===== config.mk =====
export PLATFORM = sky130hd
export DESIGN_NAME = ifetch_unit
export DESIGN_NICKNAME = d
export VERILOG_FILES = /design/src/rtl/ifetch_unit.sv
export SDC_FILE = /design/constraint.sdc
export NUM_CORES = 1
export LEC_CHECK = 0
export BUFFER_PORTS_ARGS = -buffer_cell sky130_fd_sc_hd__buf_2
export CORE_ASPECT_RATIO = 1.5
export CORE_MARGIN = 2
export CORE_UTILIZATION = 40
export CTS_BUF_LIST = sky130_fd_sc_hd__clkbuf_8 sky130_fd_sc_hd__clkbuf_16
export DETAILED_ROUTE_END_ITERATION = 12
export GPL_TIMING_DRIVEN = 0
export SYNTH_ARGS = -nofsm -noshare
export SYNTH_HDL_FRONTEND = slang
export SYNTH_SLANG_ARGS = --single-unit

===== constraint.sdc =====
create_clock -name clk -period 11.2 [get_ports clk]
set_clock_uncertainty 0.05 [all_clocks]
set_input_delay 0 -clock clk [delete_from_list [all_inputs] [get_ports clk]]
set_output_delay 0 -clock clk [all_outputs]
set_load 0.005 [all_outputs]

===== src/rtl/ifetch_unit.sv =====
// Instruction fetch front end: sequential word fetch over a req/ack memory port,
// buffered in a small prefetch FIFO, with redirect support from the execute stage.
module ifetch_unit #(
   parameter logic [31:0] RESET_PC   = 32'hBFC00000,
   parameter int          FIFO_DEPTH = 2
) (
   input  logic        clk,
   input  logic        rst,
   output logic        memReq,
   output logic [31:0] memAddr,
   input  logic        memAck,
   input  logic [31:0] memData,
   output logic [31:0] ins,
   output logic [31:0] pc,
   output logic        insValid,
   input  logic        insTake,
   input  logic        redirect,
   input  logic [31:0] redirectPc
);

   localparam int PTR_W = $clog2(FIFO_DEPTH);
   localparam int CNT_W = PTR_W + 1;
   localparam logic [CNT_W-1:0] DEPTH_C = CNT_W'(FIFO_DEPTH);

   typedef enum logic [1:0] {
      ST_IDLE = 2'd0,
      ST_WAIT = 2'd1,
      ST_DROP = 2'd2
   } FetchState;

   FetchState        state;
   logic [31:0]      fetchPc;
   logic [31:0]      insBuf [FIFO_DEPTH];
   logic [31:0]      pcBuf  [FIFO_DEPTH];
   logic [PTR_W-1:0] rdPtr;
   logic [PTR_W-1:0] wrPtr;
   logic [CNT_W-1:0] count;
   logic [CNT_W-1:0] countNext;
   logic             push;
   logic             pop;
   logic [31:0]      redirectAligned;
   logic [31:0]      fetchPcInc;

   // A redirect flushes the FIFO and beats both an incoming ack and a decoder pop.
   always_comb begin
      push            = (state == ST_WAIT) && memAck && !redirect;
      pop             = (count != '0) && insTake && !redirect;
      redirectAligned = redirectPc & 32'hFFFF_FFFC;
      fetchPcInc      = fetchPc + 32'd4;
      if (redirect) begin
         countNext = '0;
      end else begin
         countNext = count + CNT_W'(push) - CNT_W'(pop);
      end
   end

   // Request FSM. A request is only launched when the FIFO can absorb its ack,
   // so the ack path never needs back-pressure.
   always_ff @(posedge clk or posedge rst) begin
      if (rst) begin
         state   <= ST_IDLE;
         fetchPc <= RESET_PC;
         memReq  <= 1'b0;
         memAddr <= RESET_PC;
      end else begin
         case (state)
            ST_IDLE: begin
               if (redirect) begin
                  fetchPc <= redirectAligned;
               end else if (count < DEPTH_C) begin
                  state   <= ST_WAIT;
                  memReq  <= 1'b1;
                  memAddr <= fetchPc;
               end
            end
            ST_WAIT: begin
               if (memAck && redirect) begin
                  state   <= ST_IDLE;
                  memReq  <= 1'b0;
                  fetchPc <= redirectAligned;
               end else if (memAck) begin
                  fetchPc <= fetchPcInc;
                  if (countNext < DEPTH_C) begin
                     memAddr <= fetchPcInc;
                  end else begin
                     state  <= ST_IDLE;
                     memReq <= 1'b0;
                  end
               end else if (redirect) begin
                  state   <= ST_DROP;
                  fetchPc <= redirectAligned;
               end
            end
            ST_DROP: begin
               if (redirect) begin
                  fetchPc <= redirectAligned;
               end
               if (memAck) begin
                  state  <= ST_IDLE;
                  memReq <= 1'b0;
               end
            end
            default: begin
               state  <= ST_IDLE;
               memReq <= 1'b0;
            end
         endcase
      end
   end

   // FIFO bookkeeping; pointers wrap naturally because the depth is a power of two.
   always_ff @(posedge clk or posedge rst) begin
      if (rst) begin
         rdPtr <= '0;
         wrPtr <= '0;
         count <= '0;
      end else begin
         count <= countNext;
         if (redirect) begin
            rdPtr <= '0;
            wrPtr <= '0;
         end else begin
            if (push) begin
               wrPtr <= wrPtr + PTR_W'(1);
            end
            if (pop) begin
               rdPtr <= rdPtr + PTR_W'(1);
            end
         end
      end
   end

   always_ff @(posedge clk) begin
      if (push) begin
         insBuf[wrPtr] <= memData;
         pcBuf[wrPtr]  <= fetchPc;
      end
   end

   assign insValid = (count != '0);
   assign ins      = insValid ? insBuf[rdPtr] : 32'h0;
   assign pc       = insValid ? pcBuf[rdPtr]  : 32'h0;

   // Design invariants the memory side and decoder depend on.
   ackHasRoom: assert property (@(posedge clk) disable iff (rst)
      push |-> (count < DEPTH_C));
   reqMatchesState: assert property (@(posedge clk) disable iff (rst)
      memReq == (state != ST_IDLE));
   addrAligned: assert property (@(posedge clk) disable iff (rst)
      memAddr[1:0] == 2'b00);
   addrHeldUntilAck: assert property (@(posedge clk) disable iff (rst)
      (memReq && !memAck) |=> $stable(memAddr));

endmodule


# [Word-level counts from Yosys, hierarchy flattened]
# Memories as Yosys holds them, arrays and structs flattened.
# Cells that the tools add are included.
[op_classes] reduce_logical=16 mux=34 eq_ne=12 n_lt_le_gt_ge=2 add_sub_neg=5
[op_table] op="2-to-1 mux 32 bit" n=10
[op_table] op="case mux 32 bit (2 select lines)" n=2
[op_table] op="adder 32 x 3 -> 32 bit (second input constant)" n=1
[op_table] op="2-to-1 mux 2 bit" n=8
[op_table] op="2-to-1 mux 1 bit" n=12
[op_table] op="inequality test 2 bit (second input constant)" n=5
[op_table] op="AND reduction 5 bit" n=2
[op_table] op="nonzero test 2 bit" n=5
[op_table] op="case mux 2 bit (3 select lines)" n=1
[op_table] op="AND reduction 6 bit" n=1
[op_table] op="logical AND 1 bit" n=5
[op_table] op="< comparator 2 bit (second input constant)" n=2
[op_table] op="inequality test 4 x 3 -> 1 bit (second input constant)" n=1
[op_table] op="inequality test 4 bit (second input constant)" n=1
[op_table] op="inequality test 3 x 2 -> 1 bit (second input constant)" n=1
[op_table] op="inequality test 3 bit (second input constant)" n=1
[op_table] op="case mux 1 bit (3 select lines)" n=1
[op_table] op="adder 1 bit (second input constant)" n=2
[op_table] op="adder 2 x 1 -> 2 bit" n=1
[op_table] op="== test 2 x 1 -> 1 bit (second input constant)" n=1
[op_table] op="== test 2 bit (second input constant)" n=1
[op_table] op="zero test 2 bit" n=1
[op_table] op="inequality test 2 x 1 -> 1 bit (second input constant)" n=1
[op_table] op="OR reduction 2 bit" n=1
[op_table] op="2 further kinds" n=2
[totals] ff_bits=71 mem_bits_rw=128 elab_cells=78 memories=2
[mem_list] name="insBuf" words=2 width=32 rd=1 rd_ports_with_merged_regs=0 write_ports=1 line_no="33" rtl="logic [31:0] insBuf [FIFO_DEPTH];"
[mem_list] name="pcBuf" words=2 width=32 rd=1 rd_ports_with_merged_regs=0 write_ports=1 line_no="34" rtl="logic [31:0] pcBuf [FIFO_DEPTH];"

# [Depth between registers and ports, before layout]
# Gate-level depths: netlist of run 1.
[depth] word_depth=11 ltp_mapped=14 mapped_depth_nobuf=12

# [Worst setup path after synthesis of run 1]
# Ideal clock, no wire load.
[synth_path] path_type="flip-flop to flip-flop" startpoint="reg state[1]" endpoint="mem insBuf[0][0] (enable)" setup_time_ns=0.486 n_path_buf=1 setup_slack_ns=6.699 required_ns=10.664 arrival_ns=3.964 stages_incl_launch_ff=6 path_cell_list="dfrtp_1 -> nand3b_1 -> nor2_2 -> clkinv_1 -> clkbuf_1 -> nor2_1"
[synth_via] elab_chain_cells=5
[synth_rtl] item="start, declared" line_no="31" rtl="FetchState state;"
[synth_rtl] item="start signal, assigned" line_no="61" rtl="state <= ST_IDLE;"
[synth_rtl] item="start signal, assigned" line_no="71" rtl="state <= ST_WAIT;"
[synth_rtl] item="start signal, assigned" line_no="78" rtl="state <= ST_IDLE;"
[synth_rtl] item="== test 2 x 1 -> 1 bit" line_no="46" rtl="push = (state == ST_WAIT) && memAck && !redirect;"
[synth_rtl] item="logical AND 1 bit (2 in a row)" line_no="46"
[synth_rtl] item="2-to-1 mux 1 bit" line_no="134" rtl="if (push) begin"
[synth_rtl] item="2-to-1 mux 1 bit (implied by the code)" line_no="135" rtl="insBuf[wrPtr] <= memData;"
[synth_rtl] item="end, declared" line_no="33"
# No other way between the ends.

# [Worst setup path in the final report of run 1]
[layout_path] startpoint="reg state[1]" endpoint="reg memAddr[0]"
[layout_via] elab_chain_cells=9 elab_cells_between_ends=16 classes_between="add/sub: 2; order compare: 1; eq/ne: 6; mux: 2; reduce/logical: 5"
[layout_rtl] item="== test 2 x 1 -> 1 bit" line_no="46, 66"
[layout_rtl] item="logical AND 1 bit (2 in a row)" line_no="46"
[layout_rtl] item="adder 2 x 1 -> 2 bit" line_no="53" rtl="countNext = count + CNT_W'(push) - CNT_W'(pop);"
[layout_rtl] item="subtractor 2 x 1 -> 2 bit" line_no="53"
[layout_rtl] item="2-to-1 mux 2 bit" line_no="50" rtl="if (redirect) begin"
[layout_rtl] item="< comparator 2 bit" line_no="83" rtl="if (countNext < DEPTH_C) begin"
[layout_rtl] item="inequality test 2 x 1 -> 1 bit (no source line)"
[layout_rtl] item="AND reduction 6 bit (no source line)"
[layout_rtl] item="end signal, assigned" line_no="73" rtl="memAddr <= fetchPc;"
[layout_rtl] item="end signal, assigned" line_no="84" rtl="memAddr <= fetchPcInc;"
[layout_rtl] item="end, declared" line_no="10" rtl="output logic [31:0] memAddr,"
# Parallel ways exist; a longest one is shown, timed or not.
# A chain may end at the register's enable or synchronous reset.

==> impl_metrics.tcl, run 1 <==
set metrics [dict create \
    status "finished clean" \
    arrival_ps 4730 \
    relSlewSlack_pct 37.2 \
    synth_area_leaders "edfxtp_1, dfrtp_1, mux2i_1" \
    start_util_pct 40.4 \
    power_density_nw_per_um2 163 \
    syn2layout_area_growth_pct 26.6 \
    final_cell_mix "buf_2, edfxtp_1, nor2_1, nand2_1, mux2i_1" \
    ys.flop_type "edfxtp_1" \
    yosys.cell_types.count 58 \
    clock_path_buffers 2 \
    pin_count 167 \
    nets 1114 \
    path_max_fanout 10 \
    leakage_nw 4.57 \
    synth_largest_area_cell "edfxtp_1" \
    num_vias 7017 \
    syn_nets 866 \
    track_usage_pct 20.0 \
    ys_ff_latch 199 \
    async_flop_share_pct 35.7 \
    grt_max_degree 47 \
    drt_iter0_markers 511 \
    switching_power_uw 544 \
    clkPwrFrac_pct 30.9 \
    overflow 0 \
    drive_gt1_share_pct 24.0 \
    grt_pass1_vias 6683 \
    peakVddDrop_v 0.000106 \
    synth_area_um2 9250 \
    ctsRootBufferMaster "clkbuf_16" \
    power_frac_comb_pct 20.6 \
    hold_ws_ps 12.7 \
    power_frac_seq_pct 48.5 \
    min_path_type "in2reg" \
    die_w_um 128 \
    avgSynthCellArea_um2 11.6 \
    synthCells 794 \
    final_common_cell "buf_2" \
    path_clk_slew_ps 80 \
    fin_util_pct 51.2 \
    diodes 0 \
    drc 0 \
    grt_antenna_before_repair 0 \
    grt_pass1_wl_um 36900 \
    finalHoldViolCount 0 \
    power.internal_mw 1.36 \
    die-height_um 190 \
    cts-buffers-inserted 17 \
    setup_viol 0 \
    startpoint_type "register" \
    core_region_area_um2 22900 \
    synth_edf_count 128 \
    drt_pre_antenna_iters 6 \
    period_share_pct 39.9 \
    pre_cts_slack_ps 6740 \
    viasPerCell 5.26 \
    period_minus_slack_ps 4470 \
    swShare_pct 28.5 \
    fill_cells 2071 \
    path_class "reg2reg" \
    cts.sinks 199 \
    h-tree-depth 4 \
    required_ps 11460 \
    worst_pin_slew_ps 936 \
    finalNonFillerCells 1335 \
    grt_setup_unrepaired "false" \
    dp.cells 1240 \
    yosysWarnings 0 \
    die-area_um2 24400 \
    dpl.hpwl_um 17400 \
    yosysSeqAreaShare_pct 61.0 \
    fin_setup_tns_ps 0 \
    antenna_left 0 \
    totalWireLength_um 24400 \
    endpoint_kind "register" \
    clock_latency_ps 430 \
    synth_top_area_share_pct 41.6 \
    post_cts_buffers 0 \
    cts_tree "yes" \
    slew_violations 0 \
    cap_violations 0 \
    row_count 68 \
    setup_ws_ps 6730 \
    gp_congestion 0.938 \
    wl_per_cell_um 18.3 \
    portBuffers 162 \
    max_freq_ghz 0.224 \
]
## final cells by class
| class | count | area, um2 | share of cell area [%] |
|---|---|---|---|
| buffer | 62 | 272 | 2.32 |
| tap | 280 | 350 | 2.99 |
| sequential | 199 | 5640 | 48.2 |
| timing repair buffer | 229 | 1530 | 13.1 |
| clock inverter | 12 | 105 | 0.897 |
| inverter | 9 | 36.3 | 0.310 |
| clock buffer | 20 | 467 | 3.99 |
| multi-input combinational | 524 | 3310 | 28.3 |
## sequential cells by signal, indices dropped and copies added (netlist names)
register and flops:
memReq 1, memAddr 32, insBuf 64, wrPtr 1
pcBuf 64, fetchPc 32, count 2, rdPtr 1
state 2
## path summary, 6_finish.rpt
path / slack, ps / start / depth (start not counted) / to
min: 10 / redirectPc[21] / 5 / fetchPc[21]$_DFFE_PP0P_
max reg2reg: 6730 / state[1]$_DFFE_PP0P_ / 12 / memAddr[0]$_DFFE_PP0P_
min reg2reg: 400 / fetchPc[14]$_DFFE_PP0P_ / 0 / pcBuf[1][14]$_DFFE_PP_
max in group asynchronous: 10390 / rst / 4 / memAddr[29]$_DFFE_PP1P_
min in group asynchronous: 80 / rst / 3 / fetchPc[21]$_DFFE_PP0P_
max: 6730 / state[1]$_DFFE_PP0P_ / 12 / memAddr[0]$_DFFE_PP0P_
## layer usage
layer / share of wire, % / global-route usage (%)
met5: 0 / 0
met4: 2.4 / 7.14
met3: 4.6 / 3.34
met2: 52 / 35.2
met1: 41 / 24.8
## cells by family after synthesis
kind of cell / count (synthesis) / share of synthesized area, %
fa+ha+maj: 3 / 0.406
flops: 199 / 61.0
mux: 73 / 7.94
buf+inv: 71 / 3.30
compound gates: 134 / 8.63
xor+xnor: 56 / 5.30
simple gates: 258 / 13.4
## through the flow
stage          total power [mW]  instance area, um2
4_1_cts                    1.92               11700
5_1_grt                    2.00               11700
3_5_place_dp               1.32               10500
6_report                   1.91               11700
2_1_floorplan              1.15                9250
3_3_place_gp               1.31               10400
## synth_stat cells (20+ instances only)
cell	count
edfxtp_1	128
nor2_1	94
mux2i_1	70
nand2_1	70
o21ai_0	60
dfrtp_1	53
xor2_1	32
a21oi_1	24
buf_2	24
xnor2_1	24
clkbuf_1	23
nand4_1	20
## power by group through the flow
stage,Clock [mW],Sequential [mW],Combinational [mW]
6_report,0.589,0.925,0.393
5_1_grt,0.633,0.934,0.437
4_1_cts,0.602,0.926,0.397
3_5_place_dp,0,0.940,0.378
3_3_place_gp,0,0.939,0.369
2_1_floorplan,0,0.930,0.221
## worst max-delay path: stages, from the launching register on
cell,delay [ps]
dfrtp_1,440
nand3b_1,340
nor2_2,380
clkinv_1,360
clkbuf_1,390
ha_1,380
inv_1,40
ha_1,200
xor2_1,330
nor4b_1,120
a311oi_2,630
buf_2,340
mux2_1,340
## repair_timing
action,CTS,global route
resized for setup,0,0
hold endpoints to repair,162,0
hold buffers,63,0
(Power assumes the default switching activity.)
==> run 2: changes to the inputs <==
- clock period: 11.2 -> 3.7 ns (I/O delays scaled with it)
==> impl_metrics.tcl, run 2 (synthesis gave the netlist of run 1 again) <==
set metrics [dict create \
    gp_congestion 0.933 \
    min_path_type "in2async" \
    grt.met3_usage_pct 3.59 \
    crit_path_frequent_cell "ha_1" \
    finalNonFillerCells 1337 \
    h-tree-depth 4 \
    leakage_nw 4.62 \
    num_vias 6980 \
    die-height_um 190 \
    grt_antenna_before_repair 0 \
    timing.rr.start "state[1]$_DFFE_PP0P_" \
    use_met1_pct 25.5 \
    dp.cells 1240 \
    peakVddDrop_v 0.000357 \
    die_w_um 128 \
    antenna_left 0 \
    totalPowerFinal_mw 5.92 \
    finalHoldViolCount 0 \
    drive_gt1_share_pct 24.5 \
    pre_cts_slack_ps -701 \
    setup.worst_path.end "memAddr[1]$_DFFE_PP0P_" \
    crit_family "simple AND/OR/NAND/NOR gates" \
    dpl.hpwl_um 17300 \
    reg.largest.list "insBuf (64), pcBuf (64)" \
    path_cells "nand3b_1 > nor2_4 > inv_4 > ha_1 > inv_1 > ha_1 > xor2_1 > nor4b_1 > a311oi_2 > buf_4 > buf_2 > mux2_1" \
    cp_slowest_cell "dfrtp_1" \
    period_share_pct 92.1 \
    path_clk_slew_ps 80 \
    status "finished clean" \
    clock_latency_ps 450 \
    grt_pass1_wl_um 37500 \
    met2_usage_pct 35.3 \
    power_density_nw_per_um2 502 \
    crit_buf_inv 4 \
    final_cell_mix "buf_2, edfxtp_1, nor2_1, nand2_1, mux2i_1" \
    drc 0 \
    setup_ws_ps 291 \
    cpPeakStageDelay_ps 430 \
    nets 1117 \
    diodes 0 \
    top_usage_layer "met2" \
    track_usage_pct 20.4 \
    rr_worst_depth 12 \
    overflow 0 \
    portBuffers 162 \
    pin_count 167 \
    clock_path_buffers 2 \
    path_depth 12 \
    setup.worst_path.start "state[1]$_DFFE_PP0P_" \
    worst_pin_slew_ps 907 \
    max_freq_ghz 0.293 \
    required_ps 3970 \
    cts_tree "yes" \
    final_common_cell "buf_2" \
    path_max_fanout 17 \
    grt_pass1_vias 6640 \
    grt_max_degree 49 \
    grt_setup_unrepaired "false" \
    cts.sinks 199 \
    syn2layout_area_growth_pct 27.6 \
    viasPerCell 5.22 \
    slew_violations 0 \
    ctsRootBufferMaster "clkbuf_16" \
    drt_iter0_markers 457 \
    cts-buffers-inserted 17 \
    period_minus_slack_ps 3410 \
    r2r-end "memAddr[1]$_DFFE_PP0P_" \
    row_count 68 \
    startpoint_type "register" \
    core_region_area_um2 22900 \
    endpoint_kind "register" \
    wl_per_cell_um 18.4 \
    path_class "reg2reg" \
    ff2ff_setup_slack_ps 290 \
    cap_violations 0 \
    totalWireLength_um 24700 \
    relSlewSlack_pct 39.1 \
    setup_viol 0 \
    arrival_ps 3680 \
    start_util_pct 40.4 \
    drt_pre_antenna_iters 7 \
    die-area_um2 24400 \
]
[run 2: final cells by class]
class / instances / area [um2]
Tap cell: 280 / 350
Fill cell: 2083 / 11100
Inverter: 9 / 38.8
Buffer: 61 / 269
Sequential cell: 199 / 5640
Clock buffer: 18 / 450
Timing Repair Buffer: 233 / 1580
Multi-Input combinational cell: 524 / 3310
Clock inverter: 13 / 160
[run 2: timing repair]
item / CTS / global route
endpoints found under the setup margin: 32 / 24
resized for setup: 3 / 1
endpoints found under the hold margin: 162 / 0
pin swaps: 1 / 0
hold buffers: 64 / 0
setup buffers: 3 / 0
[run 2: tightest hold or removal path: stages]
cell           delay (ps)
dlygate4sd3_1         530
buf_2                 130
inv_4                 260
[run 2: metrics by stage]
stage / hold WS [ps] / area (um2) / util, % / TNS (ps)
after global routing: 56.3 / 11800 / 51.6 / 0
final: 37.8 / 11800 / 51.6 / 0
after floorplan: 48.9 / 9250 / - / 0
after detailed placement: -44.9 / 10500 / 46.0 / -18150
after global placement: 138 / 10400 / 45.5 / -136370
after CTS: 52.1 / 11800 / 51.6 / 0
[run 2: worst min path at each step]
stage / end / slack [ps] / depth (start not counted)
after CTS: memAddr[9]$_DFFE_PP0P_ / 50 / 3
after floorplan: insBuf[0][0]$_DFFE_PP_ / 50 / 0
after detailed placement: fetchPc[21]$_DFFE_PP0P_ / -40 / 2
after global routing: rdPtr$_DFFE_PP0P_ / 60 / 4
after global placement: insBuf[1][16]$_DFFE_PP_ / 140 / 1
final: memAddr[20]$_DFFE_PP0P_ / 40 / 3
[run 2: layer usage]
layer | routed length (um) | share of wire, %
met2 | 12700 | 51
met5 | 0 | 0
met1 | 10200 | 41
met4 | 627 | 2.5
met3 | 1140 | 4.6
[run 2: report_power, final]
part	internal [mW]	switching, mW	total [mW]
combinational	0.510	0.687	1.20
sequential	2.65	0.156	2.80
clock	1.06	0.868	1.92
total	4.21	1.71	5.92
